### src/rtl/lock_sequencer.sv
// Pushbutton combination lock sequencer: edge detection, code program/entry,
// compare, open-hold timer and failed-attempt lockout (enabled by LOCK_LOCKOUT_EN).
module lock_sequencer #(
  parameter int unsigned CODE_W        = 6,
  parameter int unsigned MAX_FAILS     = 3,
  parameter int unsigned OPEN_TICKS    = 300,
  parameter int unsigned LOCKOUT_TICKS = 500
) (
  input  logic              hz100,
  input  logic              reset,
  input  logic              btn0,
  input  logic              btn1,
  input  logic              btn_set,
  output logic [2:0]        state_code,
  output logic [CODE_W-1:0] password,
  output logic [CODE_W-1:0] entry,
  output logic [3:0]        entry_cnt,
  output logic [1:0]        fail_cnt,
  output logic              open,
  output logic              alarm
);

`ifdef LOCK_LOCKOUT_EN
  localparam bit          LOCKOUT_EN = 1'b1;
  localparam int unsigned TMAX = ((OPEN_TICKS > LOCKOUT_TICKS) ? OPEN_TICKS : LOCKOUT_TICKS) - 1;
`else
  localparam bit          LOCKOUT_EN = 1'b0;
  localparam int unsigned TMAX = OPEN_TICKS - 1;
`endif
  localparam int unsigned TW = (TMAX > 1) ? $clog2(TMAX + 1) : 1;

  typedef enum logic [2:0] {
    S_EDIT    = 3'd0,
    S_LOCKED  = 3'd1,
    S_CHECK   = 3'd2,
    S_OPEN    = 3'd3,
    S_LOCKOUT = 3'd4
  } state_t;

  state_t            state, state_n;
  logic [CODE_W-1:0] pw_n, en_n;
  logic [3:0]        cnt_n;
  logic [1:0]        fail_n;
  logic [TW-1:0]     tmr, tmr_n;
  logic              b0_q, b1_q, bs_q;
  logic              p0, p1, set_press, bit_press, bit_val;

  // Simultaneous 0/1 presses cancel each other out.
  assign p0        = btn0 & ~b0_q;
  assign p1        = btn1 & ~b1_q;
  assign set_press = btn_set & ~bs_q;
  assign bit_press = p0 ^ p1;
  assign bit_val   = p1;

  assign state_code = state;

  always_comb begin
    state_n = state;
    pw_n    = password;
    en_n    = entry;
    cnt_n   = entry_cnt;
    fail_n  = fail_cnt;
    tmr_n   = tmr;
    case (state)
      S_EDIT: begin
        if (bit_press) pw_n = {password[CODE_W-2:0], bit_val};
        if (set_press) begin
          state_n = S_LOCKED;
          en_n    = '0;
          cnt_n   = '0;
          fail_n  = '0;
        end
      end
      S_LOCKED: begin
        if (bit_press) begin
          en_n  = {entry[CODE_W-2:0], bit_val};
          cnt_n = entry_cnt + 4'd1;
          if (cnt_n == 4'(CODE_W)) state_n = S_CHECK;
        end
      end
      S_CHECK: begin
        en_n  = '0;
        cnt_n = '0;
        if (entry == password) begin
          state_n = S_OPEN;
          fail_n  = '0;
          tmr_n   = TW'(OPEN_TICKS - 1);
        end else begin
          fail_n = (fail_cnt == 2'd3) ? 2'd3 : fail_cnt + 2'd1;
          if (LOCKOUT_EN && (fail_n == 2'(MAX_FAILS))) begin
            state_n = S_LOCKOUT;
            tmr_n   = TW'(LOCKOUT_TICKS - 1);
          end else begin
            state_n = S_LOCKED;
          end
        end
      end
      S_OPEN: begin
        // Re-program request beats timer expiry on the same edge.
        if (set_press)        state_n = S_EDIT;
        else if (tmr == '0)   state_n = S_LOCKED;
        else                  tmr_n   = tmr - TW'(1);
      end
      S_LOCKOUT: begin
        if (tmr == '0) begin
          state_n = S_LOCKED;
          fail_n  = '0;
        end else begin
          tmr_n = tmr - TW'(1);
        end
      end
      default: state_n = S_EDIT;
    endcase
  end

  always_ff @(posedge hz100) begin
    if (reset) begin
      state     <= S_EDIT;
      password  <= '0;
      entry     <= '0;
      entry_cnt <= '0;
      fail_cnt  <= '0;
      tmr       <= '0;
      open      <= 1'b0;
      b0_q      <= 1'b0;
      b1_q      <= 1'b0;
      bs_q      <= 1'b0;
    end else begin
      state     <= state_n;
      password  <= pw_n;
      entry     <= en_n;
      entry_cnt <= cnt_n;
      fail_cnt  <= fail_n;
      tmr       <= tmr_n;
      open      <= (state_n == S_OPEN);
      b0_q      <= btn0;
      b1_q      <= btn1;
      bs_q      <= btn_set;
    end
  end

`ifdef LOCK_LOCKOUT_EN
  always_ff @(posedge hz100) begin
    if (reset) alarm <= 1'b0;
    else       alarm <= (state_n == S_LOCKOUT);
  end
`else
  assign alarm = 1'b0;
`endif

endmodule

### config.mk
export PLATFORM = sky130hd
export DESIGN_NAME = lock_sequencer
export DESIGN_NICKNAME = d
export VERILOG_FILES = /design/src/rtl/lock_sequencer.sv
export SDC_FILE = /design/constraint.sdc
export NUM_CORES = 1
export LEC_CHECK = 0
export CORE_MARGIN = 4
export CORE_UTILIZATION = 53
export CTS_BUF_LIST = sky130_fd_sc_hd__clkbuf_16
export CTS_CLUSTER_SIZE = 40
export DETAILED_ROUTE_END_ITERATION = 16
export PLACE_DENSITY = 0.91
export SYNTH_ARGS = -nofsm -noshare
export SYNTH_HDL_FRONTEND = slang
export SYNTH_SLANG_ARGS = --single-unit
export TNS_END_PERCENT = 10
### constraint.sdc
create_clock -name hz100 -period 2.1 [get_ports hz100]
set_clock_uncertainty 0.05 [all_clocks]
set_input_delay 0.42 -clock hz100 [delete_from_list [all_inputs] [get_ports hz100]]
set_output_delay 0.42 -clock hz100 [all_outputs]
set_load 0.1 [all_outputs]
# After elaboration in Yosys (flattened, before gate mapping)
# Index checks and enable logic that the tools add are counted.
# totals
register_bits	34
word_cells	64
# classes
add_sub_neg	3
n_eq_ne	13
mux	22
bitwise_logic	7
n_reduce_logical	9
# op_table
operator	n
$mux 9	3
$pmux 9 s3	1
$pmux 6 s3	1
$mux 3	5
$pmux 3 s5	1
$mux 6	2
$pmux 4 s3	1
$mux 2	5
$ne 2x2->1 const B	5
$eq 3x2->1 const B	3
$logic_not 9->1	1
$reduce_and 3->1	3
$reduce_bool 3->1	3
$sub 9x1->9 const B	1
$mux 4	2
$eq 6x6->1	1
$pmux 2 s3	1
$add 4x1->4 const B	1
$eq 4x3->1 const B	1
$and 1x1->1	3
$eq 3x1->1 const B	1
$eq 3x3->1 const B	1
$logic_not 3->1	1
$not 1->1	3
4 further kinds	4

# Depth between registers and ports, before layout
# depth
word_depth	6
ltp_mapped	8

# Worst setup path after synthesis
# Ideal clock, no wire load.
# synth_timing
kind	reg-to-reg
startpoint	register state[2], in the netlist state_code[2]
endpoint	register tmr[0]
setup_time_ps	134
arrival_time_ps	2212
required_time_ps	1916
slack_ps	-296
path_stages_with_launch	7
period_less_slack_ps	2396
cell_sequence	dfxtp_1 > buf_2 > and2b_2 > a32oi_2 > nor2_1 > nor3_1 > a211oi_1
# synth_via
elab_chain_len	3
word_cells_on_any_way	8
classes_between	eq/ne: 5; mux: 1; reduce/logical: 2
# synth_rtl
element	line_no	rtl
start: declaration	40	state_t state, state_n;
start signal: assignment	129	state <= state_n;
$eq 3x2->1 / $eq 3x3->1 (equally long branches)	64	case (state)
$ne 2x2->1 (no line) / $reduce_bool 3->1 (equally long branches)	--	
$reduce_and 3->1 (no line)	--	
end signal: assignment	134	tmr <= tmr_n;
end: declaration	44	logic [TW-1:0] tmr, tmr_n;
# Several ways; a longest one is shown, not always the timed one.
# A chain may end at the register's enable or synchronous reset.

# Final worst setup path
# layout_timing
startpoint	register entry_cnt[0]
endpoint	register state[0], in the netlist state_code[0]
# layout_via
elab_chain_len	5
# layout_rtl
element	line_no	rtl
start: declaration	17	output logic [3:0] entry_cnt,
start signal: assignment	132	entry_cnt <= cnt_n;
$add 4x1->4	77	cnt_n = entry_cnt + 4'd1;
$eq 4x3->1	78	if (cnt_n == 4'(CODE_W)) state_n = S_CHECK;
$mux 3	78	
$mux 3	75	if (bit_press) begin
$pmux 3 s5	64	
# No other way between the ends.

==> impl_summary.txt <==
----------------------------------------------------
[Timing]
  Upper clock frequency limit ... 509 MHz
  Period utilisation layout ... 93.6%
  RSZ-0062 raised after global routing ... no
  Period minus WS final ... 1.97 ns
  Final Slew Violations ... 0
  Number of endpoints failing setup at the final stage ... 0
  Hold violation total from the final report ... 0

[Final layout]
  Final-layout fill cell count ... 240
  Layout Utilization ... 71.8%
  Multi-input combinational cell area ... 1030 um2
  Area occupied by registers ... 698 um2
  Area growth, synth to finish ... 25.9%
  Fraction of layout instances using a drive strength above 1 ... 28.5%
  Count of inserted antenna diode cells ... 0
  Final net count ... 251

[Die]
  Initial core utilization ... 57.1%
  Horizontal die dimension ... 66.0 um
  Cell Rows ... 20
  Die Outline Area ... 4360 um2
  Die Ht ... 66.0 um
  Area of the core ... 3130 um2
  IO Pins ... 28

[Logic synthesis]
  Mapped Nets ... 217
  Synthesized cell area ... 1790 um2
  Distinct cell type count of the synthesized netlist ... 46
  Top cell type's share of synthesized area ... 38.1%
  Dominant combinational cell family by area after synthesis ... simple AND/OR/NAND/NOR gates
  Share of synthesized area occupied by flip-flops and latches ... 38.1%
  Count of synthesis-stage warnings from yosys ... 0
  Post-synthesis sequential element count ... 34
  Most area-consuming cells after synthesis ... sky130_fd_sc_hd__dfxtp_1 (38%), sky130_fd_sc_hd__a21oi_1 (6.7%), sky130_fd_sc_hd__nor3_1 (4.5%)
  Xor/xnor cell area share of the yosys netlist ... 8.41%
  Largest area contributor in the synthesized netlist ... sky130_fd_sc_hd__dfxtp_1
  Compound-cell area share of the yosys netlist ... 17.0%
  Synthesized area per cell ... 8.58 um2
  Area share of fa/ha/maj cells after synthesis ... 2.80%
  Top_reg_cell synth ... sky130_fd_sc_hd__dfxtp_1
  Basic-gate share of the synthesized area counting and, or, nand and nor cells ... 29.2%
  Proportion of register bits with asynchronous set or reset after synthesis ... 0%
  Fraction of synthesized area in multiplexers ... 0%
  Number of standard cells after synthesis ... 208
  Post-synth EDFFs ... 0

[Setup path]
  Worst setup EP type ... flip-flop
  Nature of the critical path startpoint ... flip-flop
  Delay of the slowest cell on the worst path ... 0.42 ns
  Setup CP Type ... reg2reg
  Critical-path cell list ... ha_1 -> nand3b_1 -> o31ai_1 -> a21oi_1 -> nor3_1 -> a211oi_1
  Cell type group with the largest total delay on the critical path ... compound AO/OA/AOI/OAI gates
  Maximum fanout along the worst path ... 9
  Register-to-register setup slack ... 0.13 ns
  Worst path required time ... 2.18 ns
  Worst path buffer plus inverter count ... 0
  Critical Path Slowest Stage Cell ... sky130_fd_sc_hd__o31ai_1
  Data arrival at the endpoint of the critical path ... 2.05 ns

[Global route]
  Number of global-route vias before repair ... 1,426
  Residual overflow from global routing ... 0
  Met3 demand-to-capacity share in global routing ... 3.91%
  Antenna violations before repair ... 0
  Routing layer with the top usage in global route ... met2
  Largest net degree at the start of global routing ... 23
  First-pass GRT wire length ... 6.42 mm
  GR Util All Layers ... 19.1%
  Met1 demand-to-capacity share in global routing ... 24.5%
  GR met2 Demand/Resource ... 29.4%

[Outcome]
  Run status ... finished clean

[Power]
  Reported leakage power ... 0.903 nW
  Cell Pwr Density ... 688 nW/um2
  Total power consumption of the routed design ... 1.55 mW
  Worst IR Drop VDD ... 0.570 mV

[Routing]
  Overall via count from detail_route ... 1,621
  Routed wirelength normalized by instance count ... 13.5 um
  Detailed Routing Iterations Pass 1 ... 5
  First-iteration detailed-routing DRC count ... 60
  Via/cell ratio ... 5.67
  Antenna-violating nets left ... 0
  Total Routed Length ... 3.85 mm
  DRC ... 0

[Clock network]
  Worst-Skew Late Latency ... 0.28 ns
  CTS H-tree depth ... 2
  Number of buffers created by CTS ... 5
  Root buffer cell ... sky130_fd_sc_hd__clkbuf_16
  Maximum buffer depth of the clock tree ... 2
  TritonCTS clock tree ... built
  Sinks on Clock Net ... 34
  Clock slew at the register clock pins of the worst setup and hold paths ... 0.05 ns

[Hold path]
  Tightest Hold Check Type ... reg2reg

[Placed design]
  IO Port Bufs ... 26
  Global placement routability congestion ... 0.854
  Placed wire-length estimate ... 2.79 mm

[Run]
  Maxcap violations ... 0

----------------------------------------------------
## final timing paths
kind                                    from       endpoint  depth (start not counted)
worst min register to register   password[5]    password[5]                          2
worst max register to register  entry_cnt[0]  state_code[0]                          6
worst max-delay path            entry_cnt[0]  state_code[0]                          6
worst min-delay path             password[5]    password[5]                          2
## what timing repair did
action	CTS	global route
gates resized for setup	0	1
hold buffers	0	0
buffers inserted	0	0
endpoints found under the setup margin	0	2
## per-layer routing
layer  share of wire [%]  vias to the layer above
li1                    -                      806
met5                   0                        -
met2                  45                       54
met1                  46                      751
met3                 5.8                       10
met4                 2.8                        0
## state kept, by name, summed over array words and instances, names as in the netlist
signal / flops
password: 6
tmr: 9
bs_q: 1
fail_cnt: 2
state_code: 3
b0_q: 1
entry_cnt: 4
b1_q: 1
open: 1
entry: 6
## synth_stat cells, drive strengths merged (2+ instances only)
library cell  count
or4               3
dfxtp            34
nand3             8
and2              2
o31ai             2
o21ai            10
or3               7
nand2b            4
and2b             2
nor4b             2
nor2              9
nor4              3
a211oi            5
clkbuf            6
nand2            21
ha                4
and3              2
xor2              6
nor3             17
nor2b             4
a21oi            24
inv               4
xnor2             9
buf               6
a31oi             2
## worst register-to-register path, cell delays in order, from the launching register on
cell	delay [ns]
sky130_fd_sc_hd__dfxtp_2	0.36
sky130_fd_sc_hd__ha_1	0.25
sky130_fd_sc_hd__nand3b_1	0.16
sky130_fd_sc_hd__o31ai_1	0.42
sky130_fd_sc_hd__a21oi_1	0.14
sky130_fd_sc_hd__nor3_1	0.35
sky130_fd_sc_hd__a211oi_1	0.09
## metrics by stage
stage / instances / setup slack, ns / hold slack (ns) / TNS, ns / instance area [um2]
2_1_floorplan: 208 / 0.00620 / 0.471 / 0 / 1800
6_report: 286 / 0.133 / 0.435 / 0 / 2250
3_5_place_dp: 279 / -0.0796 / 0.429 / -0.439 / 2110
3_3_place_gp: 279 / -0.0174 / 0.420 / -0.0687 / 2110
5_1_grt: 286 / 0.0122 / 0.468 / 0 / 2250
4_1_cts: 286 / 0.0979 / 0.437 / 0 / 2250
## placed cells by master, fill, tap and decap left out, types with 4 or more instances in the layout
cell	n
sky130_fd_sc_hd__a211oi_1	5
sky130_fd_sc_hd__a21oi_1	24
sky130_fd_sc_hd__buf_4	34
sky130_fd_sc_hd__clkbuf_16	5
sky130_fd_sc_hd__clkdlybuf4s50_1	4
sky130_fd_sc_hd__dfxtp_1	20
sky130_fd_sc_hd__dfxtp_2	14
sky130_fd_sc_hd__ha_1	4
sky130_fd_sc_hd__inv_1	5
sky130_fd_sc_hd__nand2_1	21
sky130_fd_sc_hd__nand3_1	8
sky130_fd_sc_hd__nor2_1	9
sky130_fd_sc_hd__nor2b_1	4
sky130_fd_sc_hd__nor3_1	16
sky130_fd_sc_hd__o21ai_0	8
sky130_fd_sc_hd__or3_1	7
sky130_fd_sc_hd__xnor2_1	8
sky130_fd_sc_hd__xor2_1	6
## power breakdown
part           leakage, nW  internal (mW)  switching (mW)
logic                0.549         0.0694           0.139
registers            0.282          0.658          0.0134
clock network       0.0723          0.422           0.244
total                0.903           1.15           0.397
## cells by family (layout without fill, tap and decap cells)
family / count (synthesis) / in the layout
simple gates: 90 / 90
compound gates: 48 / 48
flops: 34 / 34
buf+inv: 16 / 50
xor+xnor: 15 / 15
fa+ha+maj: 4 / 4
other cells: 1 / 1
## area by class of cell
type                            count  area share, %
Sequential cell                    34           31.1
Inverter                            4          0.668
Clock buffer                        5           5.57
Timing Repair Buffer               39           14.0
Multi-Input combinational cell    158           45.9
Tap cell                           44           2.45
Clock inverter                      2          0.334
Power figures use the tool's default switching activity.
